[src/rtl/spi_reg_arbiter.sv]
// spi_reg_arbiter: NREG x 8-bit register bank shared between an SPI slave
// (write strobe plus readback) and a host with a req/ack handshake. SPI
// writes go into a one-entry pending buffer because the SPI side cannot be
// stalled. A round-robin IDLE/GNT_SPI/GNT_HOST FSM commits one access per
// grant.
//
// Ports:
//   clk, rst             clock; asynchronous active-high reset
//   spi_wr/addr/wdata    SPI write strobe, address, data
//   spi_rdata            registered readback of reg[spi_addr]
//   host_req/we/addr/wdata  host request (level), direction, address, data
//   host_ack, host_rdata one-cycle completion pulse; read data held between acks
//   cfg_out              flattened register bank, reg i at [8i+7:8i]
//   spi_ovf              sticky flag set when an SPI write was lost
//
// Optional feature: define SPI_ARB_LOCK_EN to make reg NREG-1 bit 0 a host
// write lock for registers 0..NREG-2.
module spi_reg_arbiter #(
  parameter int unsigned ADDR_W = 4
) (
  input  logic                        clk,
  input  logic                        rst,
  input  logic                        spi_wr,
  input  logic [7:0]                  spi_addr,
  input  logic [7:0]                  spi_wdata,
  output logic [7:0]                  spi_rdata,
  input  logic                        host_req,
  input  logic                        host_we,
  input  logic [7:0]                  host_addr,
  input  logic [7:0]                  host_wdata,
  output logic                        host_ack,
  output logic [7:0]                  host_rdata,
  output logic [8*(1<<ADDR_W)-1:0]    cfg_out,
  output logic                        spi_ovf
);

  localparam int unsigned NREG = 32'(1) << ADDR_W;

  typedef enum logic [1:0] {IDLE, GNT_SPI, GNT_HOST} state_e;

  state_e             state_q, state_d;
  logic               rr_host_q, rr_host_d;   // 1: host wins the next tie
  logic               pend_q, pend_d;
  logic [7:0]         pend_addr_q, pend_addr_d;
  logic [7:0]         pend_data_q, pend_data_d;
  logic               spi_ovf_q, spi_ovf_d;
  logic               host_ack_q, host_ack_d;
  logic [7:0]         host_rdata_q, host_rdata_d;
  logic [7:0]         spi_rdata_q, spi_rdata_d;
  logic [7:0]         regs_q [NREG];

  logic               wr_en_c;
  logic [ADDR_W-1:0]  wr_idx_c;
  logic [7:0]         wr_data_c;
  logic               spi_pend_c;
  logic               lock_blk_c;

  function automatic logic in_range(input logic [7:0] a);
    return 32'(a) < NREG;
  endfunction

  // A strobe arriving this cycle counts as pending so a same-cycle tie
  // with the host is resolved by the round-robin pointer.
  assign spi_pend_c = pend_q | spi_wr;

`ifdef SPI_ARB_LOCK_EN
  // Lock blocks host writes to every register except the lock register.
  assign lock_blk_c = regs_q[NREG-1][0] &&
                      (host_addr[ADDR_W-1:0] != ADDR_W'(NREG-1));
`else
  assign lock_blk_c = 1'b0;
`endif

  // Next-state, commit and output logic.
  always_comb begin
    state_d      = state_q;
    rr_host_d    = rr_host_q;
    pend_d       = pend_q;
    pend_addr_d  = pend_addr_q;
    pend_data_d  = pend_data_q;
    spi_ovf_d    = spi_ovf_q;
    host_ack_d   = 1'b0;
    host_rdata_d = host_rdata_q;
    wr_en_c      = 1'b0;
    wr_idx_c     = '0;
    wr_data_c    = '0;
    spi_rdata_d  = in_range(spi_addr) ? regs_q[spi_addr[ADDR_W-1:0]] : 8'h00;

    case (state_q)
      IDLE: begin
        if (spi_pend_c && (!host_req || !rr_host_q)) begin
          state_d   = GNT_SPI;
          rr_host_d = 1'b1;
        end else if (host_req) begin
          state_d   = GNT_HOST;
          rr_host_d = 1'b0;
        end
      end
      GNT_SPI: begin
        state_d   = IDLE;
        pend_d    = 1'b0;
        wr_en_c   = in_range(pend_addr_q);
        wr_idx_c  = pend_addr_q[ADDR_W-1:0];
        wr_data_c = pend_data_q;
      end
      GNT_HOST: begin
        state_d    = IDLE;
        host_ack_d = 1'b1;
        if (host_we) begin
          wr_en_c   = in_range(host_addr) && !lock_blk_c;
          wr_idx_c  = host_addr[ADDR_W-1:0];
          wr_data_c = host_wdata;
        end else begin
          host_rdata_d = in_range(host_addr) ? regs_q[host_addr[ADDR_W-1:0]] : 8'h00;
        end
      end
      default: state_d = IDLE;
    endcase

    // Capture after the drain clear so a write in the draining cycle is kept.
    if (spi_wr) begin
      if (pend_q && (state_q != GNT_SPI)) begin
        spi_ovf_d = 1'b1;
      end else begin
        pend_d      = 1'b1;
        pend_addr_d = spi_addr;
        pend_data_d = spi_wdata;
      end
    end
  end

  // State and output registers.
  always_ff @(posedge clk or posedge rst) begin
    if (rst) begin
      state_q      <= IDLE;
      rr_host_q    <= 1'b0;
      pend_q       <= 1'b0;
      pend_addr_q  <= '0;
      pend_data_q  <= '0;
      spi_ovf_q    <= 1'b0;
      host_ack_q   <= 1'b0;
      host_rdata_q <= '0;
      spi_rdata_q  <= '0;
    end else begin
      state_q      <= state_d;
      rr_host_q    <= rr_host_d;
      pend_q       <= pend_d;
      pend_addr_q  <= pend_addr_d;
      pend_data_q  <= pend_data_d;
      spi_ovf_q    <= spi_ovf_d;
      host_ack_q   <= host_ack_d;
      host_rdata_q <= host_rdata_d;
      spi_rdata_q  <= spi_rdata_d;
    end
  end

  // Register bank.
  always_ff @(posedge clk or posedge rst) begin
    if (rst) begin
      for (int i = 0; i < int'(NREG); i++) regs_q[i] <= '0;
    end else if (wr_en_c) begin
      regs_q[wr_idx_c] <= wr_data_c;
    end
  end

  for (genvar g = 0; g < int'(NREG); g++) begin : g_cfg
    assign cfg_out[8*g +: 8] = regs_q[g];
  end

  assign spi_rdata  = spi_rdata_q;
  assign host_ack   = host_ack_q;
  assign host_rdata = host_rdata_q;
  assign spi_ovf    = spi_ovf_q;

endmodule

[config.mk]
export PLATFORM = sky130hd
export DESIGN_NAME = spi_reg_arbiter
export DESIGN_NICKNAME = d
export VERILOG_FILES = /design/src/rtl/spi_reg_arbiter.sv
export SDC_FILE = /design/constraint.sdc
export NUM_CORES = 1
export LEC_CHECK = 0
export CAP_MARGIN = 10
export CORE_MARGIN = 4
export CORE_UTILIZATION = 47
export DETAILED_ROUTE_END_ITERATION = 10
export GPL_ROUTABILITY_DRIVEN = 0
export GPL_TIMING_DRIVEN = 0
export PLACE_DENSITY = 0.81
export SYNTH_ARGS = -nofsm -noshare
export SYNTH_HDL_FRONTEND = slang
export SYNTH_SLANG_ARGS = --single-unit
[constraint.sdc]
create_clock -name clk -period 5.6 [get_ports clk]
set_input_delay 1.12 -clock clk [delete_from_list [all_inputs] [get_ports clk]]
set_output_delay 1.12 -clock clk [all_outputs]
set_load 0.005 [all_outputs]
==> reports/metrics.cfg <==
[worst_setup_path]
reg2regPathDepth=8
r2r_end=cfg_out[30]
path_class=input port to register
end_kind=register
startpoint_type=input port
cp_data_required_time_ps=5910
r2r_slack_ps=2920
arrival_ps=3590
path_max_fanout=10
r2r_start=state_q[0]

[route]
drt_wl_total_mm=28.43
final_antenna_net_count=0
vias=6418
viasPerCell=6.424
drt_iter0_drc=663
wl_per_cell_um=28.46
firstDrtPassIters=5
drc=0

[placed_design]
io_buffers=175
placedCellCount=968
place_hpwl_mm=20.05

[finish]
drive_gt1_share_pct=36.62
num_antenna_cells=0
stdcell_count=999
final_nets=798
synthToLayoutAreaGrowth_pct=31.58
fillers=1292

[clocking]
ctsHoldBuffers=0
htreeDepth=4
clockRootBuffer=clkbuf_16
cts_resized=0
path_clk_slew_ps=60
clk-insertion-delay-late_ps=440
postCtsSetupBuffers=0
tritoncts=built
clock_path_buffers=2
cts-buffers-inserted=17
cts_sinks=166

[logic_synthesis]
yosys.area_share.simple_pct=5.042
synth_mux_area_share_pct=38.45
yosysSeqAreaShare_pct=48.52
async_flop_share_pct=100.0
syn_area_per_cell_um2=15.29
ys_ff_latch=166
synth_top_family_by_area=multiplexers
synth_edf_count=0
synth_compound_area_share_pct=5.013
syn_area_um2=8561
syn_nets=600
synth.largest_area_cell=dfrtp_1
synth_top_area_share_pct=48.52
netlist_top_cells_area=dfrtp_1, mux2_2, mux4_2
yosysUniqueCellTypes=46
post_synth_xor_area_fraction_pct=0
synth_fa_ha_area_share_pct=0.4385
synth_ff_type=dfrtp_1
yosys_warnings=0
netlist_instances=560

[timing]
drv_slew=0
skew_ps=11.11
setup_viol=0
min_period_ps=3279
post-route-period-util_pct=58.55
hold_viol_final=0
slew-limit-headroom_pct=24.94
rsz0062_at_grt=no
clock.fmax_ghz=0.3050
hold_ws_ps=490.5
tightest_slew_ps=1117
tns_ps=0

[floorplanning]
coreArea_um2=17960
start_util_pct=47.66
io_pins=183
dieWidth_um=143.0
fp-row-count=49
die-height_um=143.0
die_area_um2=20440

[power_and_ir_drop]
p_per_area_nw_per_um2=295.5
p_leak_nw=4.864
irDropWorstVdd_mv=0.2588

[global_routing]
grt_use_total_pct=28.49
grt_pass1_vias=6840
grt_overflow=0
grt_max_degree=46
antenna_found_initial=0
grt_pass1_wl_mm=42.49

[run_status]
status=finished clean

[worst_hold_path]
min_to=spi_ovf
min_from=spi_ovf
whs_path_depth=1
min_path_type=register to register

[job]
max_cap_violations=0

## per-stage QoR
step | total power, W | setup slack (ps) | area (um2) | util, %
global route | 0.003442 | 2291 | 11260 | 62.71
finish | 0.003329 | 2321 | 11260 | 62.71
CTS | 0.003313 | 2324 | 11260 | 62.71
floorplan | 0.001869 | 2367 | 8564 | -
global placement | 0.002091 | 1141 | 10600 | 59.02
detailed placement | 0.002145 | 1887 | 10680 | 59.47
## cells by family after synthesis
logic type      after synthesis
compound gates               52
fa+ha+maj                     3
buf+inv                      48
flops                       166
mux                         232
simple gates                 59
## worst max-delay path, cell delays in order
cell and delay, ps:
clkdlybuf4s50_1 470, nor4_4 480, a32o_1 300, buf_4 210
nand3_1 520, mux2_2 490
## power by group
group | internal (W) | leakage [nW] | switching, W | total, W
sequential | 0.00130 | 2.27 | 0.0000858 | 0.00138
clock | 0.000680 | 0.272 | 0.000503 | 0.00118
combinational | 0.000317 | 2.32 | 0.000445 | 0.000762
total | 0.00230 | 4.86 | 0.00103 | 0.00333
## worst max path at each step
| stage | start | endpoint | depth (start not counted) |
|---|---|---|---|
| 5_1_grt | host_addr[6] | cfg_out[96] | 6 |
| 3_5_place_dp | host_addr[6] | cfg_out[99] | 6 |
| 2_1_floorplan | rst | cfg_out[0] | 1 |
| 4_1_cts | host_addr[6] | cfg_out[96] | 6 |
| 6_report | host_addr[6] | cfg_out[96] | 6 |
| 3_3_place_gp | rst | cfg_out[11] | 2 |
## cells in the final DEF (no fill, tap or decap), types with 2 or more instances in the layout
master and n:
clkdlybuf4s50_1 175, a32o_1 3, nor4_4 3, a222oi_1 7, mux2i_1 24, bufinv_16 2, mux2_2 145, buf_12 4
inv_1 5, o21ai_0 12, nand3_2 6, nand2_1 9, buf_4 4, mux4_2 63, clkbuf_16 17, clkinvlp_4 5
ha_1 3, a32oi_2 2, nor2_1 5, nor2b_1 11, and3_1 3, nand2b_1 3, buf_1 7, buf_2 17
clkbuf_8 2, clkbuf_1 15, o22ai_1 8, nor4_2 2, a22oi_1 8, inv_6 2, and2_1 4, a32oi_1 2
nand3_1 5, dfrtp_1 166
## Yosys cell counts (all sizes together) (2+ instances only)
| master | number |
|---|---|
| nor2b | 11 |
| and2 | 4 |
| mux2 | 145 |
| a211oi | 2 |
| buf | 28 |
| a222oi | 7 |
| a32oi | 5 |
| a32o | 3 |
| nand3 | 11 |
| and3 | 3 |
| nor2 | 5 |
| a22oi | 8 |
| mux2i | 24 |
| mux4 | 63 |
| inv | 7 |
| o21ai | 12 |
| nor4 | 6 |
| dfrtp | 166 |
| nand2 | 9 |
| ha | 3 |
| clkbuf | 13 |
| nand2b | 3 |
| o22ai | 8 |
## cell type report
type	instances	area (um2)	share of cell area (%)
tap	229	286.5	2.544
buffer	41	190.2	1.688
clock buffer	21	460.4	4.088
inverter	7	30.03	0.2666
sequential	166	4154	36.88
timing repair buffer	179	1832	16.26
multi-input combinational	346	4190	37.20
clock inverter	10	121.4	1.077
## routing by layer
layer | GRT usage, % | routed length (um)
met1 | 39.07 | 11210
met2 | 43.74 | 13200
met3 | 7.669 | 2910
met4 | 11.11 | 1117
met5 | 0 | 0
## sequential cells by signal (all words and copies together), names as in the netlist
register,count
cfg_out,128
host_rdata,8
pend_addr_q,8
pend_data_q,8
spi_rdata,8
state_q,2
host_ack,1
pend_q,1
rr_host_q,1
spi_ovf,1
Note: power is estimated with default switching activity, not from simulation.
